[src/rtl/punc_dmem_responder_if.sv]
// Request/response bus between the PUnC core (master) and the data-memory
// responder (slave).
interface punc_dmem_responder_if #(
  parameter int unsigned DATA_W = 16,
  parameter int unsigned ADDR_W = 16
);
  logic              req_valid;
  logic              req_ready;
  logic              req_wr;
  logic [ADDR_W-1:0] req_addr;
  logic [DATA_W-1:0] req_wdata;
  logic              rsp_valid;
  logic              rsp_ready;
  logic              rsp_wr;
  logic [DATA_W-1:0] rsp_rdata;
  logic              rsp_err;

  modport master (
    output req_valid, req_wr, req_addr, req_wdata, rsp_ready,
    input  req_ready, rsp_valid, rsp_wr, rsp_rdata, rsp_err
  );

  modport slave (
    input  req_valid, req_wr, req_addr, req_wdata, rsp_ready,
    output req_ready, rsp_valid, rsp_wr, rsp_rdata, rsp_err
  );
endinterface

[src/rtl/punc_dmem_responder.sv]
// Data-memory responder: one request at a time, WAIT_CYCLES wait states,
// held response until the initiator accepts it, wrapping access counter.
module punc_dmem_responder #(
  parameter int unsigned DATA_W      = 16,
  parameter int unsigned ADDR_W      = 16,
  parameter int unsigned DEPTH_LOG2  = 8,
  parameter int unsigned WAIT_CYCLES = 2
) (
  input  logic                   clk,
  input  logic                   rst,
  punc_dmem_responder_if.slave   bus,
  output logic [15:0]            access_count
);

  localparam int unsigned DEPTH = 1 << DEPTH_LOG2;

  generate
    if (WAIT_CYCLES > 15) begin : g_bad_wait
      $error("punc_dmem_responder: WAIT_CYCLES must be 0..15");
    end
    if (DEPTH_LOG2 >= ADDR_W) begin : g_bad_depth
      $error("punc_dmem_responder: DEPTH_LOG2 must be smaller than ADDR_W");
    end
  endgenerate

  typedef enum logic [1:0] {
    IDLE,
    BUSY,
    RESP
  } state_e;

  logic [DATA_W-1:0] mem [DEPTH];

  state_e            state_q, state_d;
  logic [3:0]        cnt_q, cnt_d;
  logic              wr_q, wr_d;
  logic [ADDR_W-1:0] addr_q, addr_d;
  logic [DATA_W-1:0] wdata_q, wdata_d;
  logic              rsp_valid_q, rsp_valid_d;
  logic              rsp_wr_q, rsp_wr_d;
  logic [DATA_W-1:0] rsp_rdata_q, rsp_rdata_d;
  logic              rsp_err_q, rsp_err_d;
  logic [15:0]       access_count_q, access_count_d;

  logic [DEPTH_LOG2-1:0] idx;
  logic                  oor;
  logic                  mem_we;

  // Array index and range check from the latched address.
  always_comb begin
    idx = addr_q[DEPTH_LOG2-1:0];
    oor = (addr_q[ADDR_W-1:DEPTH_LOG2] != '0);
  end

  // Next-state, access and response logic.
  always_comb begin
    state_d        = state_q;
    cnt_d          = cnt_q;
    wr_d           = wr_q;
    addr_d         = addr_q;
    wdata_d        = wdata_q;
    rsp_valid_d    = rsp_valid_q;
    rsp_wr_d       = rsp_wr_q;
    rsp_rdata_d    = rsp_rdata_q;
    rsp_err_d      = rsp_err_q;
    access_count_d = access_count_q;
    mem_we         = 1'b0;
    case (state_q)
      IDLE: begin
        if (bus.req_valid) begin
          wr_d    = bus.req_wr;
          addr_d  = bus.req_addr;
          wdata_d = bus.req_wdata;
          cnt_d   = 4'(WAIT_CYCLES);
          state_d = BUSY;
        end
      end
      BUSY: begin
        if (cnt_q != '0) begin
          cnt_d = cnt_q - 4'd1;
        end else begin
          state_d     = RESP;
          rsp_valid_d = 1'b1;
          rsp_wr_d    = wr_q;
          rsp_err_d   = oor;
          rsp_rdata_d = (wr_q || oor) ? '0 : mem[idx];
          mem_we      = wr_q && !oor;
        end
      end
      RESP: begin
        if (bus.rsp_ready) begin
          rsp_valid_d    = 1'b0;
          rsp_wr_d       = 1'b0;
          rsp_rdata_d    = '0;
          rsp_err_d      = 1'b0;
          access_count_d = access_count_q + 16'd1;
          state_d        = IDLE;
        end
      end
      default: state_d = IDLE;
    endcase
  end

  // Control and response registers with synchronous reset.
  always_ff @(posedge clk) begin
    if (rst) begin
      state_q        <= IDLE;
      cnt_q          <= '0;
      wr_q           <= 1'b0;
      addr_q         <= '0;
      wdata_q        <= '0;
      rsp_valid_q    <= 1'b0;
      rsp_wr_q       <= 1'b0;
      rsp_rdata_q    <= '0;
      rsp_err_q      <= 1'b0;
      access_count_q <= '0;
    end else begin
      state_q        <= state_d;
      cnt_q          <= cnt_d;
      wr_q           <= wr_d;
      addr_q         <= addr_d;
      wdata_q        <= wdata_d;
      rsp_valid_q    <= rsp_valid_d;
      rsp_wr_q       <= rsp_wr_d;
      rsp_rdata_q    <= rsp_rdata_d;
      rsp_err_q      <= rsp_err_d;
      access_count_q <= access_count_d;
    end
  end

  // Word array write; reset on the same edge suppresses the commit.
  always_ff @(posedge clk) begin
    if (mem_we && !rst) begin
      mem[idx] <= wdata_q;
    end
  end

  assign bus.req_ready = (state_q == IDLE);
  assign bus.rsp_valid = rsp_valid_q;
  assign bus.rsp_wr    = rsp_wr_q;
  assign bus.rsp_rdata = rsp_rdata_q;
  assign bus.rsp_err   = rsp_err_q;
  assign access_count  = access_count_q;

endmodule

[src/flat_wrapper.sv]
// flat-port wrapper written by rule: the top's interface ports become plain ports
module punc_dmem_responder_flat 
#(
  parameter int unsigned DATA_W      = 16,
  parameter int unsigned ADDR_W      = 16,
  parameter int unsigned DEPTH_LOG2  = 8,
  parameter int unsigned WAIT_CYCLES = 2
)
  (clk, rst, access_count, bus_req_valid, bus_req_wr, bus_req_addr, bus_req_wdata, bus_rsp_ready, bus_req_ready, bus_rsp_valid, bus_rsp_wr, bus_rsp_rdata, bus_rsp_err);
  punc_dmem_responder_if #(.DATA_W(DATA_W), .ADDR_W(ADDR_W)) bus_i ();
  input  logic clk;
  input  logic rst;
  output logic [15:0] access_count;
  input wire logic [$bits(bus_i.req_valid)-1:0] bus_req_valid;
  input wire logic [$bits(bus_i.req_wr)-1:0] bus_req_wr;
  input wire logic [$bits(bus_i.req_addr)-1:0] bus_req_addr;
  input wire logic [$bits(bus_i.req_wdata)-1:0] bus_req_wdata;
  input wire logic [$bits(bus_i.rsp_ready)-1:0] bus_rsp_ready;
  output wire logic [$bits(bus_i.req_ready)-1:0] bus_req_ready;
  output wire logic [$bits(bus_i.rsp_valid)-1:0] bus_rsp_valid;
  output wire logic [$bits(bus_i.rsp_wr)-1:0] bus_rsp_wr;
  output wire logic [$bits(bus_i.rsp_rdata)-1:0] bus_rsp_rdata;
  output wire logic [$bits(bus_i.rsp_err)-1:0] bus_rsp_err;
  assign bus_i.req_valid = bus_req_valid;
  assign bus_i.req_wr = bus_req_wr;
  assign bus_i.req_addr = bus_req_addr;
  assign bus_i.req_wdata = bus_req_wdata;
  assign bus_i.rsp_ready = bus_rsp_ready;
  assign bus_req_ready = bus_i.req_ready;
  assign bus_rsp_valid = bus_i.rsp_valid;
  assign bus_rsp_wr = bus_i.rsp_wr;
  assign bus_rsp_rdata = bus_i.rsp_rdata;
  assign bus_rsp_err = bus_i.rsp_err;
  punc_dmem_responder #(.DATA_W(DATA_W), .ADDR_W(ADDR_W), .DEPTH_LOG2(DEPTH_LOG2), .WAIT_CYCLES(WAIT_CYCLES)) u_core (.clk(clk), .rst(rst), .bus(bus_i), .access_count(access_count));
endmodule
[config.mk]
export PLATFORM = sky130hd
export DESIGN_NAME = punc_dmem_responder_flat
export DESIGN_NICKNAME = d
export VERILOG_FILES = /design/src/rtl/punc_dmem_responder_if.sv /design/src/rtl/punc_dmem_responder.sv /design/src/flat_wrapper.sv
export SDC_FILE = /design/constraint.sdc
export NUM_CORES = 2
export LEC_CHECK = 0
export CAP_MARGIN = 30
export CORE_UTILIZATION = 35
export DETAILED_ROUTE_END_ITERATION = 8
export GPL_ROUTABILITY_DRIVEN = 0
export PLACE_DENSITY = 0.57
export SLEW_MARGIN = 25
export SYNTH_ARGS = -nofsm -noshare
export SYNTH_HDL_FRONTEND = slang
export SYNTH_SLANG_ARGS = --single-unit
[constraint.sdc]
create_clock -name clk -period 6.02 [get_ports clk]
set_input_delay 1.505 -clock clk [delete_from_list [all_inputs] [get_ports clk]]
set_output_delay 1.505 -clock clk [all_outputs]
set_load 0.005 [all_outputs]
==> results by group <==
Global route
  • Antenna violations before repair: 41
  • Aggregate global-route resource usage: 0.210
  • Number of global-route vias before repair: 81500
  • Grt ovf: 0
  • Largest net degree at the start of global routing: 165
  • Global-route wire length before repair: 677000 µm

Clocking
  • Clk Latency, worst-skew pair: 990 ps
  • CTS sink count: 4178
  • Post-CTS Repair Setup Buffers: 0
  • Number of buffers between clock root and the deepest sink: 4
  • CTS Buf Count: 434
  • # resized after CTS: 0
  • Count of hold buffers inserted by post-cts repair: 0
  • Number of H-tree levels: 5
  • Clock-pin slew reported for the worst setup and hold paths after clock tree synthesis: 60 ps
  • Root buffer cell: sky130_fd_sc_hd__clkbuf_16
  • CTS tree: yes

Logic synthesis
  • Flops & latches, synth: 4178
  • Net count after synthesis: 7488
  • Distinct cell type count of the synthesized netlist: 79
  • Top_reg_cell synth: sky130_fd_sc_hd__edfxtp_1
  • Number of synthesized flops with an enable pin: 4096
  • Area of the mapped netlist: 160000 µm²
  • Synth top area share: 0.767
  • YS warnings: 0
  • Average footprint of a synthesized cell: 21.5 µm²
  • Cell types with the largest area share after synthesis: sky130_fd_sc_hd__edfxtp_1, sky130_fd_sc_hd__mux4_2, sky130_fd_sc_hd__mux2i_1, sky130_fd_sc_hd__dfxtp_1, sky130_fd_sc_hd__nor2_1
  • Share of the yosys chip area belonging to registers: 0.778
  • Gate Count Post-Synth: 7449
  • Cell accounting for the most synthesized area: sky130_fd_sc_hd__edfxtp_1
  • Share of flip-flops with an asynchronous set or reset: 0

Floorplanning
  • Area of the placeable core: 456000 µm²
  • Effective utilization at floorplan: 0.351
  • Total die area: 461000 µm²
  • Die Span Y: 679 µm
  • Standard-cell row count: 248
  • Die width: 679 µm
  • IO Pins: 73

Timing
  • Total count of max-transition violations in the final report: 0
  • Peak Freq: 199 MHz
  • RSZ-0062 raised after global routing: false
  • Final-layout worst hold slack: 456 ps
  • Actual slew at the worst max-slew pin: 1210 ps
  • Setup-violating endpoint count in the final report: 0
  • TNS Setup: 0 ps
  • Clock Skews: 48.0 ps
  • Setup slack after layout: 1000 ps
  • Tightest slew margin relative to the limit: 0.192
  • Number of endpoints with negative hold slack in the final report: 0
  • Post-route minimum period: 5020 ps
  • Final period utilization: 0.834

Worst setup path
  • Critical path type: reg -> reg
  • Arrival @ worst endpoint: 5600 ps
  • CP Max Fanout: 16
  • Worst reg2reg setup slack: 1000 ps
  • Worst Setup End Kind: register
  • Kind of launch point of the worst setup path: register
  • Endpoint required time on the critical path: 6600 ps

Outcome
  • Outcome: completed

Final layout
  • Final Cell Area: 185000 µm²
  • Non-filler cells in the finished layout: 14400
  • Final net count: 8057
  • Fraction of final layout cells with drive strength greater than 1: 0.273
  • Count of filler cells inserted in the layout: 39900
  • Most common cell after layout, fill and taps aside: sky130_fd_sc_hd__edfxtp_1
  • Area Growth Syn to Fin: 15.6%
  • Layout Utilization: 0.406
  • Most used cells in the layout excluding fill and tap cells: sky130_fd_sc_hd__edfxtp_1, sky130_fd_sc_hd__mux4_2, sky130_fd_sc_hd__clkbuf_16, sky130_fd_sc_hd__buf_4, sky130_fd_sc_hd__mux2i_1

Hold path
  • Type of the most critical hold path: reg -> reg

Placement
  • Post-DP HPWL: 306000 µm
  • Worst setup slack before clock tree synthesis: 751 ps
  • Instance area after placement: 171000 µm²
  • Number of cells in the design after placement: 13600
  • Buffers on Ports: 72

Route
  • Remaining antenna violation count: 0
  • Post-detailed-route via-to-cell ratio: 5.75
  • Routed length per instance: 34.4 µm
  • Total wire length: 496000 µm
  • Number of violations reported at the end of detailed-routing iteration 0: 12000
  • Detailed-router iteration count before antenna repair: 8
  • Via count: 83000
  • DRC: 0

Pwr
  • Ratio of total power to cell area: 341 nW/µm²
  • Power consumption: 63.2 mW
  • IR Drop Worst-Case VDD: 0.000235 V
  • Leak pwr: 55.8 nW

Flow run
  • Number of max-capacitance violations reported: 0
## final timing paths
kind	endpoint	startpoint	depth (start not counted)
max reg2reg	u_core.mem[27][14]	u_core.cnt_q[0]	9
min	u_core.addr_q[12]	u_core.addr_q[12]	2
min reg2reg	u_core.addr_q[12]	u_core.addr_q[12]	2
max	u_core.mem[27][14]	u_core.cnt_q[0]	9
## logic make-up after synthesis
| kind of cell | synth area share |
|---|---|
| mux | 0.150 |
| flops | 0.778 |
| simple gates | 0.0238 |
| compound gates | 0.0302 |
| buf+inv | 0.0171 |
| fa+ha+maj | 0.000156 |
| xor+xnor | 0.000710 |
## layout make-up
type,instances,area (µm²),share of cell area
inverters,16,67.6,0.000365
diodes,31,77.6,0.000419
repair buffers,563,5390,0.0291
flip-flops and latches,4178,125000,0.673
clock buffers,560,11800,0.0634
well taps,6000,7510,0.0405
multi-input cells,2825,33600,0.181
clock inverters,245,2200,0.0119
## per-layer routing
layer	vias up	share of wire	GRT usage
li1	32600	-	-
met1	44700	0.39	0.286
met2	4815	0.46	0.328
met3	849	0.099	0.0463
met4	12	0.045	0.0843
met5	-	0.00015	0
## worst max-delay path: stages, from the launching register on
cell and delay (ps):
sky130_fd_sc_hd__dfxtp_1 340, sky130_fd_sc_hd__inv_1 80, sky130_fd_sc_hd__ha_1 170, sky130_fd_sc_hd__nor3b_1 370, sky130_fd_sc_hd__nand2b_1 340, sky130_fd_sc_hd__nor3_2 660
sky130_fd_sc_hd__and3b_1 340, sky130_fd_sc_hd__and2_1 580, sky130_fd_sc_hd__nand2_1 730, sky130_fd_sc_hd__nor2_2 980
## synthesized netlist by cell type (all sizes together), types with 4 or more instances
cell type / number
o311ai: 7
a311oi: 6
nand2: 225
nor2: 331
a211oi: 28
a22o: 19
a211o: 5
nand4: 19
and3: 11
and2: 14
or3: 11
nor4: 21
o31ai: 5
a31oi: 23
nor3b: 6
o22ai: 131
o21ai: 76
a311o: 4
xor2: 12
dfxtp: 82
nor3: 63
nand3b: 4
a21oi: 156
edfxtp: 4096
inv: 15
nor2b: 29
or3b: 4
or4: 10
o221ai: 46
buf: 278
mux2: 21
nand2b: 16
a22oi: 152
a221oi: 20
nand3: 70
or2: 7
a32oi: 7
mux2i: 287
clkbuf: 151
mux4: 931
o211ai: 15
## flip-flops by register name, indices dropped and copies added (netlist names), 2 cells and up, named ones only
name and flops:
u_core.access_count 16, u_core.addr_q 16, u_core.bus.rsp_rdata 16, u_core.cnt_q 4
u_core.mem 4096, u_core.state_q 2, u_core.wdata_q 16
## power breakdown
group          switching (mW)  internal (mW)  total (mW)
Combinational            2.98           1.35        4.33
Sequential              0.244           32.1        32.4
Clock                    11.2           15.2        26.5
Power figures use the tool's default switching activity.
